## src/rtl/ascon_permutation_if.sv

```systemverilog
// Request/response bundle between the mode controller (master) and the
// iterative Ascon permutation engine (slave).
interface ascon_permutation_if;
  // Handshake: the master raises permutation_start with rounds/state_in valid and
  // holds it high until it samples permutation_ready; the slave then holds
  // permutation_ready and state_out stable until permutation_start drops.
  // Dropping permutation_start before permutation_ready aborts the request.
  logic         permutation_start;
  logic [3:0]   rounds;
  logic [319:0] state_in;
  logic         permutation_ready;
  logic [319:0] state_out;
  logic         busy;

  modport master (
    output permutation_start,
    output rounds,
    output state_in,
    input  permutation_ready,
    input  state_out,
    input  busy
  );

  modport slave (
    input  permutation_start,
    input  rounds,
    input  state_in,
    output permutation_ready,
    output state_out,
    output busy
  );
endinterface

```

## src/rtl/ascon_permutation.sv

```systemverilog
// Iterative Ascon permutation: one round per clock (two per clock when
// ASCON_PERM_DOUBLE_ROUND_EN is defined), selectable 1..12 rounds per request.
module ascon_permutation #(
  parameter int MAX_ROUNDS = 12
) (
  input  logic               clk,
  input  logic               rst,
  ascon_permutation_if.slave perm,
  output logic [1:0]         fsm_state
);

  typedef enum logic [1:0] {
    IDLE = 2'd0,
    RUN  = 2'd1,
    DONE = 2'd2
  } fsm_t;

  fsm_t         state_q;
  fsm_t         state_d;
  logic [319:0] s_q;
  logic [319:0] s_next;
  logic [3:0]   remaining_q;
  logic [3:0]   rc_idx_q;
  logic [3:0]   rem_next;
  logic [3:0]   rc_next;
  logic [3:0]   eff_rounds;
  logic         last_step;
  logic         load;
  logic         advance;

  function automatic logic [63:0] rotr(input logic [63:0] v, input int unsigned n);
    return (v >> n) | (v << (64 - n));
  endfunction

  // One full Ascon round: constant addition, bitsliced S-box, linear diffusion.
  function automatic logic [319:0] ascon_round(input logic [319:0] s, input logic [3:0] rc);
    logic [63:0] x0, x1, x2, x3, x4;
    logic [63:0] t0, t1, t2, t3, t4;
    x0 = s[319:256];
    x1 = s[255:192];
    x2 = s[191:128];
    x3 = s[127:64];
    x4 = s[63:0];

    x2 = x2 ^ {56'd0, 4'hF - rc, rc};

    x0 = x0 ^ x4;
    x4 = x4 ^ x3;
    x2 = x2 ^ x1;
    t0 = ~x0 & x1;
    t1 = ~x1 & x2;
    t2 = ~x2 & x3;
    t3 = ~x3 & x4;
    t4 = ~x4 & x0;
    x0 = x0 ^ t1;
    x1 = x1 ^ t2;
    x2 = x2 ^ t3;
    x3 = x3 ^ t4;
    x4 = x4 ^ t0;
    x1 = x1 ^ x0;
    x0 = x0 ^ x4;
    x3 = x3 ^ x2;
    x2 = ~x2;

    x0 = x0 ^ rotr(x0, 19) ^ rotr(x0, 28);
    x1 = x1 ^ rotr(x1, 61) ^ rotr(x1, 39);
    x2 = x2 ^ rotr(x2, 1)  ^ rotr(x2, 6);
    x3 = x3 ^ rotr(x3, 10) ^ rotr(x3, 17);
    x4 = x4 ^ rotr(x4, 7)  ^ rotr(x4, 41);
    return {x0, x1, x2, x3, x4};
  endfunction

  // Out-of-range round requests (0, 13..15) fall back to the full permutation.
  always_comb begin
    eff_rounds = perm.rounds;
    if (perm.rounds == 4'd0 || perm.rounds > 4'(MAX_ROUNDS)) begin
      eff_rounds = 4'(MAX_ROUNDS);
    end
  end

`ifdef ASCON_PERM_DOUBLE_ROUND_EN
  logic [319:0] round_a;
  logic [319:0] round_b;

  // With an odd count the final cycle keeps only the first cascaded round.
  always_comb begin
    round_a   = ascon_round(s_q, rc_idx_q);
    round_b   = ascon_round(round_a, rc_idx_q + 4'd1);
    last_step = (remaining_q <= 4'd2);
    s_next    = (remaining_q == 4'd1) ? round_a : round_b;
    rem_next  = (remaining_q >= 4'd2) ? remaining_q - 4'd2 : 4'd0;
    rc_next   = rc_idx_q + 4'd2;
  end
`else
  always_comb begin
    last_step = (remaining_q <= 4'd1);
    s_next    = ascon_round(s_q, rc_idx_q);
    rem_next  = (remaining_q != 4'd0) ? remaining_q - 4'd1 : 4'd0;
    rc_next   = rc_idx_q + 4'd1;
  end
`endif

  always_ff @(posedge clk) begin
    if (!rst) begin
      state_q <= IDLE;
    end else begin
      state_q <= state_d;
    end
  end

  always_comb begin
    state_d = state_q;
    load    = 1'b0;
    advance = 1'b0;
    unique case (state_q)
      IDLE: begin
        if (perm.permutation_start) begin
          load    = 1'b1;
          state_d = RUN;
        end
      end
      RUN: begin
        if (!perm.permutation_start) begin
          state_d = IDLE;
        end else begin
          advance = 1'b1;
          if (last_step) begin
            state_d = DONE;
          end
        end
      end
      DONE: begin
        if (!perm.permutation_start) begin
          state_d = IDLE;
        end
      end
      default: state_d = IDLE;
    endcase
  end

  always_ff @(posedge clk) begin
    if (!rst) begin
      s_q         <= '0;
      remaining_q <= '0;
      rc_idx_q    <= '0;
    end else if (load) begin
      s_q         <= perm.state_in;
      remaining_q <= eff_rounds;
      rc_idx_q    <= 4'(MAX_ROUNDS) - eff_rounds;
    end else if (advance) begin
      s_q         <= s_next;
      remaining_q <= rem_next;
      rc_idx_q    <= rc_next;
    end
  end

  assign perm.permutation_ready = (state_q == DONE);
  assign perm.busy              = (state_q == RUN);
  assign perm.state_out         = s_q;
  assign fsm_state              = state_q;

endmodule

```

## src/flat_wrapper.sv

```systemverilog
// flat-port wrapper written by rule: the top's interface ports become plain ports
module ascon_permutation_flat 
#(
  parameter int MAX_ROUNDS = 12
)
  (clk, rst, fsm_state, perm_permutation_start, perm_rounds, perm_state_in, perm_permutation_ready, perm_state_out, perm_busy);
  ascon_permutation_if perm_i ();
  input  logic clk;
  input  logic rst;
  output logic [1:0] fsm_state;
  input wire logic [$bits(perm_i.permutation_start)-1:0] perm_permutation_start;
  input wire logic [$bits(perm_i.rounds)-1:0] perm_rounds;
  input wire logic [$bits(perm_i.state_in)-1:0] perm_state_in;
  output wire logic [$bits(perm_i.permutation_ready)-1:0] perm_permutation_ready;
  output wire logic [$bits(perm_i.state_out)-1:0] perm_state_out;
  output wire logic [$bits(perm_i.busy)-1:0] perm_busy;
  assign perm_i.permutation_start = perm_permutation_start;
  assign perm_i.rounds = perm_rounds;
  assign perm_i.state_in = perm_state_in;
  assign perm_permutation_ready = perm_i.permutation_ready;
  assign perm_state_out = perm_i.state_out;
  assign perm_busy = perm_i.busy;
  ascon_permutation #(.MAX_ROUNDS(MAX_ROUNDS)) u_core (.clk(clk), .rst(rst), .perm(perm_i), .fsm_state(fsm_state));
endmodule
```

## config.mk

```make
export PLATFORM = sky130hd
export DESIGN_NAME = ascon_permutation_flat
export DESIGN_NICKNAME = d
export VERILOG_FILES = /design/src/rtl/ascon_permutation_if.sv /design/src/rtl/ascon_permutation.sv /design/src/flat_wrapper.sv
export SDC_FILE = /design/constraint.sdc
export NUM_CORES = 2
export LEC_CHECK = 0
export CAP_MARGIN = 20
export CELL_PAD_IN_SITES_DETAIL_PLACEMENT = 0
export CELL_PAD_IN_SITES_GLOBAL_PLACEMENT = 1
export CORE_MARGIN = 8
export CORE_UTILIZATION = 40
export DETAILED_ROUTE_END_ITERATION = 16
export PLACE_DENSITY = 0.79
export SLEW_MARGIN = 40
export SYNTH_ARGS = -nofsm -noshare
export SYNTH_HDL_FRONTEND = slang
export SYNTH_SLANG_ARGS = --single-unit
```

## constraint.sdc

```tcl
create_clock -name clk -period 5.9 [get_ports clk]
set_input_delay 0.885 -clock clk [delete_from_list [all_inputs] [get_ports clk]]
set_output_delay 0.885 -clock clk [all_outputs]
set_load 0.05 [all_outputs]
```

==> impl_results.md <==
- # setup viols final: 0
- Drt drc: 0
- PortBufs: 650
- RR Endpoint: u_core.perm.state_out[122]
- Top FF cell, synth: dfxtp_1
- Power Density: between 700 and 800 nW/um^2
- Core area: just under 80000 um^2
- Post-Syn Nets: 3744
- Async SR Flop Fraction: 0
- Status: finished clean
- CTS tree: done
- Post-DRT Antenna Nets: 0
- Fin nets: ~4300
- Min Clock Period, post-route: 3.45 ns
- Vias in the first global route: 26400
- Hold endpoint: u_core.remaining_q[3]
- Initial Util: 0.404
- YS warnings: 0
- # fillers: 7253
- I/O pins: 651
- DPL Wire Length: approximately 130 mm
- Leading cell types in the layout, fill and taps excluded: clkdlybuf4s50_1 (649), xnor2_1 (435), dfxtp_1 (329), a21oi_1 (226), inv_1 (208)
- H-tree depth: 2
- Die Ht: slightly below 300 um
- HP Class: flip-flop to flip-flop
- # rows: 102
- Die Width: ~300 um
- CP Class: flip-flop to output port
- Mean number of vias per cell: 5.58
- Final Wtd Congestion: between 1 and 1.5
- Post-CTS Setup Inserts: 0
- Max_cap viols: 0
- Peak VDD IR: 0.359 mV
- CTS buffer count: 44
- Hold_buf cts: 0
- Largest net degree at the start of global routing: 137
- Cells after DPL: between 4000 and 5000
- Post-Syn Instances: approximately 3300
- Commonest non-fill, non-tap cell in the layout: clkdlybuf4s50_1
- Clk_lat worst skew: 0.60 ns
- Sequential area share after synthesis: 0.211
- Crit start category: flip-flop
- Post-cts gate resize count: 0
- Clock Tree Buf Depth: 3
- Critical path, cell by cell: nor2b_1, clkdlybuf4s50_1
- Max Clock Skew: between 0.03 and 0.04 ns
- Post-Route WL: around 160 mm
- Critical Path Max Stage Delay: around 0.88 ns
- GRT overflow: 0
- Drt pass-1 iters: 5
- Slew @ Worst Pin: 0.980 ns
- Critical path arrival: between 2 and 3 ns
- Hold Violations, Final: 0
- Yosys cell types: 41
- Post-Layout Cell Count: 4921
- Crit Path Max Fanout: between 60 and 70
- Fraction of layout cells with a size suffix above 1: 0.108
- Clock transition at path regs: approximately 0.060 ns
- GRT Resource Usage Total: 0.347
- Yosys reg bits: 330
- Number of DRC markers in iteration 0: approximately 2900
- Mapped Avg Cell Area: 9.52 um^2
- RSZ-0062 raised after global routing: no
- Via count: around 27000
- Static Leakage: ~16 nW
- R2R cell count: 7
- Post-synth EDFFs: 0
- Max-slew violation count: 0
- Netlist area before placement: 31300 um^2
- R2R setup slack: roughly 3.0 ns
- Crit Reg-Reg Startpoint: u_core.rc_idx_q[0]
- First-pass GRT wire length: 212 mm
- Hold Path Stages: 2
- Synth-to-layout area growth: 29.5%
- Required @ worst endpoint: around 5 ns
- Avg WL per Cell: approximately 32 um
- Hold Path Origin: u_core.remaining_q[3]
- FMAX: approximately 290 MHz
- Final hold slack: between 0.4 and 0.5 ns
- Initial antenna violation count: 14
- CP max-delay cell: dfxtp_4
- Clock net sink count: 330
- Final Cycle Share: 0.586
- Total die area: between 80000 and 90000 um^2
- Placed Area: approximately 39000 um^2
- Clock Root Buffer: clkbuf_16
- Crit end category: output port
- Setup TNS Final: 0 ns
- Slew HR: 0.342
- Fin area: between 40000 and 50000 um^2
layout make-up:
class	count	area, um^2	share of cell area
clock buffer	58	1260	0.0312
multi-input combinational	2552	23400	0.577
sequential	330	6610	0.163
tap	1040	1300	0.0321
antenna	8	20.0	0.000494
inverter	240	906	0.0224
timing repair buffer	671	6770	0.167
clock inverter	22	259	0.00639
synth_stat cells, drive strengths merged, types with 65 or more instances:
library cell	count	area share
a211oi	65	0.016
a21oi	227	0.036
clkbuf	136	0.016
dfxtp	330	0.21
ha	130	0.052
inv	240	0.029
mux2i	197	0.063
nand2	152	0.018
nand3	67	0.011
nor2	183	0.022
o21ai	294	0.047
xnor2	635	0.22
xnor3	180	0.13
xor2	195	0.061
power breakdown:
group / total, mW / internal (mW) / switching [mW] / leakage [nW]
logic: 23.8 / 10.0 / 13.8 / 12.9
registers: 3.41 / 2.63 / 0.781 / 2.73
clock network: 2.91 / 1.73 / 1.18 / 0.756
state kept, by name, indices dropped and copies added, names as in the netlist:
name                   flops
u_core.fsm_state           2
u_core.perm.state_out    320
u_core.rc_idx_q            4
u_core.remaining_q         4
routing by layer:
layer / up-vias / routed length, um / track usage
li1: 12300 / - / -
met1: 13400 / 61700 / 0.439
met3: 313 / 16100 / 0.0870
met2: 1431 / 70600 / 0.545
met5: - / 62 / 0
met4: 10 / 9340 / 0.177
cells by family (layout without fill, tap and decap cells):
family,Yosys count,in the layout,share of synthesized area
xor gates and xnor gates,1022,1022,0.420
AOI/OAI and AO/OA,658,658,0.114
and+or+nand+nor,481,481,0.0678
buffers and inverters,405,991,0.0495
DFF,330,330,0.211
muxes,197,197,0.0630
adders and majority gates,194,194,0.0746
other,0,8,0
worst max path at each step:
stage                                start                          to  depth (start not counted)
finish                 u_core.fsm_state[0]                   perm_busy                          2
floorplan              u_core.fsm_state[0]                   perm_busy                          3
detailed placement  perm_permutation_start  u_core.perm.state_out[221]                          5
global route           u_core.fsm_state[0]                   perm_busy                          2
global placement    perm_permutation_start  u_core.perm.state_out[192]                          5
CTS                    u_core.fsm_state[0]                   perm_busy                          2
worst max-delay path: cells and delay by family (launching register included):
kind	cells	cell delay, ns
buffers and inverters	1	0.83
flip-flops	1	0.88
AND/OR/NAND/NOR	1	0.24
metrics by stage:
| stage | worst slack [ns] | total power [mW] | utilization |
|---|---|---|---|
| 4_1_cts | 2.41 | 29.5 | 0.521 |
| 3_3_place_gp | 2.61 | 26.4 | 0.499 |
| 5_1_grt | 2.32 | 30.4 | 0.523 |
| 3_5_place_dp | 2.54 | 26.5 | 0.502 |
| 2_1_floorplan | 3.07 | 17.7 | - |
| 6_report | 2.45 | 30.1 | 0.523 |
Power figures use the tool's default switching activity.
